$ cat config.mk
export PLATFORM = sky130hd
export DESIGN_NAME = mips_regfile_sb
export DESIGN_NICKNAME = d
export VERILOG_FILES = /design/src/rtl/mips_pkg.sv /design/src/rtl/mips_scoreboard.sv /design/src/rtl/mips_regfile_sb.sv
export SDC_FILE = /design/constraint.sdc
export NUM_CORES = 2
export LEC_CHECK = 0
export CAP_MARGIN = 20
export CORE_ASPECT_RATIO = 1.75
export CORE_MARGIN = 1.5
export CORE_UTILIZATION = 45
export CTS_BUF_LIST = sky130_fd_sc_hd__clkbuf_2
export DETAILED_ROUTE_END_ITERATION = 6
export PLACE_DENSITY = 0.66
export SLEW_MARGIN = 20
export SYNTH_ARGS = -nofsm -noshare
export SYNTH_HDL_FRONTEND = slang
export SYNTH_HIERARCHICAL = 1
export SYNTH_SLANG_ARGS = --single-unit
export TNS_END_PERCENT = 1
$ cat constraint.sdc
create_clock -name clk -period 4.4 [get_ports clk]
set_input_delay 0.66 -clock clk [delete_from_list [all_inputs] [get_ports clk]]
set_output_delay 0.66 -clock clk [all_outputs]
set_load 0.005 [all_outputs]
$ cat src/rtl/mips_pkg.sv
// mips_pkg: shared register-file defaults and types
package mips_pkg;
  localparam int DEF_DATA_WIDTH = 32;
  localparam int DEF_ADDR_WIDTH = 5;
  localparam int REG_ZERO = 0;
  typedef logic [DEF_ADDR_WIDTH-1:0] reg_idx_t;
  typedef logic [DEF_DATA_WIDTH-1:0] word_t;
endpackage

$ cat src/rtl/mips_scoreboard.sv
// mips_scoreboard: pending-write busy bits with set-over-clear priority and a live count
module mips_scoreboard
  import mips_pkg::*;
#(
  parameter int ADDR_WIDTH = DEF_ADDR_WIDTH
) (
  input  logic                    clk,
  input  logic                    reset,
  input  logic                    set_en,
  input  logic [ADDR_WIDTH-1:0]   set_idx,
  input  logic                    clr_en,
  input  logic [ADDR_WIDTH-1:0]   clr_idx,
  output logic [2**ADDR_WIDTH-1:0] busy,
  output logic [ADDR_WIDTH:0]     pending_count
);
  logic do_set, do_clr, rise, fall;
  assign do_set = set_en && set_idx != ADDR_WIDTH'(REG_ZERO);
  assign do_clr = clr_en && clr_idx != ADDR_WIDTH'(REG_ZERO);
  assign rise = do_set && !busy[set_idx];
  // a clear hidden by a same-register set is not a 1->0 transition
  assign fall = do_clr && busy[clr_idx] && !(do_set && set_idx == clr_idx);
  always_ff @(posedge clk) begin
    if (reset) begin
      busy <= '0;
      pending_count <= '0;
    end else begin
      if (do_clr) busy[clr_idx] <= 1'b0;
      if (do_set) busy[set_idx] <= 1'b1;
      pending_count <= pending_count + (ADDR_WIDTH+1)'(rise) - (ADDR_WIDTH+1)'(fall);
    end
  end
endmodule

$ cat src/rtl/mips_regfile_sb.sv
// mips_regfile_sb: 2R/1W register file with zero register, optional bypass and scoreboard
module mips_regfile_sb
  import mips_pkg::*;
#(
  parameter int DATA_WIDTH = DEF_DATA_WIDTH,
  parameter int ADDR_WIDTH = DEF_ADDR_WIDTH,
  parameter int BYPASS = 1
) (
  input  logic                  clk,
  input  logic                  reset,
  input  logic [ADDR_WIDTH-1:0] read_reg_1,
  input  logic [ADDR_WIDTH-1:0] read_reg_2,
  output logic [DATA_WIDTH-1:0] read_data_1,
  output logic [DATA_WIDTH-1:0] read_data_2,
  input  logic [ADDR_WIDTH-1:0] write_reg,
  input  logic [DATA_WIDTH-1:0] write_data,
  input  logic                  signal_reg_write,
  input  logic                  issue_valid,
  input  logic [ADDR_WIDTH-1:0] issue_reg,
  input  logic                  use_1,
  input  logic                  use_2,
  output logic                  busy_1,
  output logic                  busy_2,
  output logic                  stall,
  output logic [ADDR_WIDTH:0]   pending_count
);
  localparam int DEPTH = 2**ADDR_WIDTH;
  localparam logic [ADDR_WIDTH-1:0] ZERO = ADDR_WIDTH'(REG_ZERO);
  logic [DATA_WIDTH-1:0] regs [DEPTH];
  logic [DEPTH-1:0] busy;
  logic wr, hit_1, hit_2;
  assign wr = signal_reg_write && write_reg != ZERO && !reset;
  assign hit_1 = BYPASS != 0 && wr && write_reg == read_reg_1;
  assign hit_2 = BYPASS != 0 && wr && write_reg == read_reg_2;
  always_ff @(posedge clk) begin
    if (reset) begin
      for (int i = 0; i < DEPTH; i++) regs[i] <= '0;
    end else if (wr) begin
      regs[write_reg] <= write_data;
    end
  end
  always_comb begin
    read_data_1 = read_reg_1 == ZERO ? '0 : hit_1 ? write_data : regs[read_reg_1];
    read_data_2 = read_reg_2 == ZERO ? '0 : hit_2 ? write_data : regs[read_reg_2];
    busy_1 = busy[read_reg_1] && read_reg_1 != ZERO && !hit_1;
    busy_2 = busy[read_reg_2] && read_reg_2 != ZERO && !hit_2;
    stall = (busy_1 && use_1) || (busy_2 && use_2);
  end
  mips_scoreboard #(.ADDR_WIDTH(ADDR_WIDTH)) u_sb (
    .clk(clk),
    .reset(reset),
    .set_en(issue_valid),
    .set_idx(issue_reg),
    .clr_en(signal_reg_write),
    .clr_idx(write_reg),
    .busy(busy),
    .pending_count(pending_count)
  );
endmodule
==> flow_summary_export.csv <==
group,metric,value,unit
run_status,run_status,"finished with violations",
run_status,violations,"negative setup slack",
critical_path,worst_path_dominant_cell_family,"compound AO/OA/AOI/OAI gates",
logic_synthesis,edff_count_synth,1024,
place,place.detailed.hpwl,133000,µm
critical_path,reg2reg_setup_slack,1.03,ns
timing,post-route-worst-setup-slack,-0.0300,ns
pwr,powerDensity,333,nW/µm²
critical_path,timing.critical_path.required,3.74,ns
floorplanning,die_area,131000,µm²
clocking,cts_root_buf,"clkbuf_2",
place,gp_congestion,0.896,
logic_synthesis,synth-warning-count,6,
pwr,cell_internal_pwr,15600,µW
clocking,tritoncts,"done",
critical_path,critical_path.endpoint_type,"output port",
detailed_routing,via_count,41800,
detailed_routing,drt_drc_violations_left,0,
floorplanning,die_width,274,µm
logic_synthesis,mappedNetlistArea,57800,µm²
place,placed_area,62700,µm²
critical_path,critical-path-max-stage-delay,0.47,ns
layout,final_net_count,4525,
global_routing,vias_in_the_first_global_route,43000,
critical_path,worst-endpoint-arrival,3.77,ns
logic_synthesis,synth.largest_area_cell,"edfxtp_1",
global_routing,antenna_violations_before_repair,25,
detailed_routing,drt-vias-per-instance,6.63,
job,cap_violations,0,
clocking,cts.htree.levels,4,
global_routing,global_route_wire_length_before_repair,308000,µm
clocking,clkLatencyLatePin,1.64,ns
logic_synthesis,ys_ff_latch,1062,
logic_synthesis,seq_area_frac_synth,54.6,%
floorplanning,rows,173,
timing,final_hold_violating_endpoints,0,
detailed_routing,drt-wirelength-per-cell,35.0,µm
critical_path,cp_slowest_cell,"mux4_2",
layout,syn_to_final_growth,14.3,%
pwr,power.share.clock,29.5,%
pwr,p_sw_share,29.1,%
detailed_routing,route.final.wire_length,221000,µm
timing,total_count_of_max_transition_violations_in_the_final_report,0,
pwr,ir_drop,0.000250,V
global_routing,grt_max_degree,105,
timing,finalSetupViolations,2,
timing,maxSlewHeadroom,26.7,%
timing,post-route-min-period,4.43,ns
detailed_routing,detail_route.iter0.violations,5666,
clocking,number_of_buffers_added_by_the_clock_tree_synthesis_step,233,
floorplanning,core_area,127000,µm²
timing,finClkSkew,0.0260,ns
detailed_routing,drtPass1Iterations,6,
clocking,maximum_clock_insertion_buffer_count,3,
layout,post_route_cells_drive_above_1_share,29.0,%
logic_synthesis,netlist_instances,4151,
floorplanning,die_h,477,µm
pwr,power_switching,6400,µW
critical_path,cp_cell_sequence,"mux4_2 > o22a_1 > o211ai_1 > o211ai_1 > o211a_1 > clkdlybuf4s50_1",
logic_synthesis,synth_top_area_share,53.2,%
critical_path,worst_setup_path_start_kind,"flop",
logic_synthesis,syn-mean-instance-area,13.9,µm²
critical_path,crit_top_cell,"o211ai_1",
logic_synthesis,synthDistinctLibCells,69,
place,port-buffer-count,130,
critical_path,critPathBufInv,1,
global_routing,globalRoute.totalOverflow,0,
floorplanning,initial_utilization,45.5,%
place,preCtsSetupSlack,-0.0573,ns
timing,final.hold.worst_slack,0.163,ns
logic_synthesis,synth.top_cells.by_area,"edfxtp_1 (53%), mux4_2 (16%), and2_1 (11%)",
layout,final_design_area_no_fill,66000,µm²
clocking,clkSinkCount,1062,
layout,fillers,10700,
min_path,classification_of_the_worst_slack_hold_path,"primary input to flop",
pwr,part_of_the_power_in_combinational_logic,16.3,%
logic_synthesis,ys_dominant_reg_cell,"edfxtp_1",
timing,final.period_utilization,101,%
critical_path,criticalPathCategory,"flop to output port",
critical_path,critPathMaxFanout,2,
detailed_routing,ant_nets,0,
floorplanning,io_pins,131,
global_routing,global_route.usage.total,33.9,%
clocking,post_cts_clock_slew_at_the_launch_and_capture_registers_of_the_worst_setup_and_hold_paths,0.10,ns
timing,clock.fmax,226,MHz
pwr,leakage,0.0236,µW
timing,tightestPinTransition,1.10,ns
logic_synthesis,synth_async_sr_flop_share,0,%
pwr,sequentialPowerShare,54.1,%
timing,rsz0062_at_grt,"yes",
routing by layer:
metal	vias up	GRT usage, %	share of wire [%]
met1	21000	38.6	32
met4	12	23.3	7.9
li1	16600	-	-
met5	-	0	0.041
met2	3210	56.0	49
met3	936	8.05	11
worst min-delay path, cell delays in order:
cell and delay (ns):
clkdlybuf4s50_1 0.49, buf_4 0.21, nand2_1 0.16, nor2_1 0.12, nand2_1 0.06, a21oi_1 0.05
placed cells by master, fill, tap and decap left out, types with 25 or more instances in the layout:
cell and n:
o22a_1 30, o22ai_1 104, edfxtp_1 1024, nor2_1 111, nor2_4 28, a21oi_1 45, clkdlybuf4s50_1 83, nand2_1 45
o211ai_1 34, dlygate4sd3_1 43, and2_1 996, a221o_1 34, buf_12 71, buf_4 241, o21ai_0 71, a221oi_1 51
conb_1 32, clkinv_1 61, dlygate4sd2_1 27, o21ai_1 50, mux2i_1 228, o22ai_2 25, or2_2 32, nor3_1 50
mux4_2 409, clkbuf_2 332, mux2_2 51
Yosys cell counts (11+ instances only):
library cell     n
nand3b_1        12
nand2_1         48
nor3_1          70
edfxtp_1      1024
a221o_1         34
mux4_2         409
dfxtp_1         38
a221oi_1        66
o22ai_1        136
o211a_1         16
nor4_1          27
o22a_1          30
o21ai_1         57
buf_2           88
or2_2           32
mux2_2          52
a21oi_1         55
nand3_1         17
xor2_1          11
mux2i_1        228
clkbuf_1       310
o211ai_1        34
o21ai_0         72
and2_1         996
buf_4           19
nor2_1         145
power groups by stage:
stage	clock [µW]	combinational, µW	sequential (µW)
floorplan	0	1950	12000
global placement	0	3430	12100
detailed placement	0	3430	12100
CTS	6570	3510	11900
global route	6990	3710	12000
finish	6500	3590	11900
sequential cells by signal (all words and copies together) (netlist names):
signal / cells
u_sb/pending_count: 6
regs: 1024
u_sb/busy: 32
per-stage QoR:
| stage | power, µW | utilization (%) | cells | setup TNS (ns) |
|---|---|---|---|---|
| global route | 22700 | 51.9 | 6311 | -1.21 |
| floorplan | 14000 | - | 4182 | 0 |
| CTS | 22000 | 51.7 | 6305 | -1.70 |
| global placement | 15500 | 49.4 | 5844 | -0.0652 |
| detailed placement | 15600 | 49.4 | 5844 | -0.137 |
| finish | 22000 | 51.9 | 6312 | -0.0420 |
cell families (layout without fill, tap and decap cells):
logic type	after synthesis	in the layout	synth area share, %
DFF	1062	1062	54.6
and+or+nand+nor	1398	1398	14.3
AOI/OAI and AO/OA	521	521	6.12
other	1	37	0.00649
xor gates and xnor gates	19	19	0.288
muxes	690	690	21.0
buffers and inverters	453	916	3.63
adders and majority gates	7	7	0.165
timing repair:
item / 4_1_cts / 5_1_grt
hold buffers: 41 / 2
setup buffers: 0 / 0
endpoints found under the hold margin: 876 / 27
endpoints found under the setup margin: 59 / 39
gates cloned: 0 / 0
gates resized for setup: 132 / 52
pin swaps: 18 / 7
final cells by class:
class                      instances  area, µm²  area share, %
tap                             1662       2080           3.15
clock buffer                     332       1660           2.52
inverter                          12       45.0         0.0682
antenna                            5       12.5         0.0190
clock inverter                    88        519          0.787
sequential                      1062      31500           47.8
multi-input combinational       2667      25200           38.2
timing repair buffer             484       4950           7.50
worst paths after layout:
| kind | startpoint | end | cells after the start |
|---|---|---|---|
| setup reg to reg | u_sb/busy[19]$_SDFF_PP0_ | u_sb/pending_count[5]$_SDFF_PP0_ | 13 |
| hold reg to reg | u_sb/busy[0]$_SDFF_PP0_ | u_sb/busy[0]$_SDFF_PP0_ | 1 |
| hold / removal | issue_reg[4] | u_sb/busy[29]$_SDFF_PP0_ | 6 |
| setup / recovery | regs[17][1]$_SDFFCE_PN0P_ | read_data_1[1] | 6 |
Power figures use the tool's default switching activity.
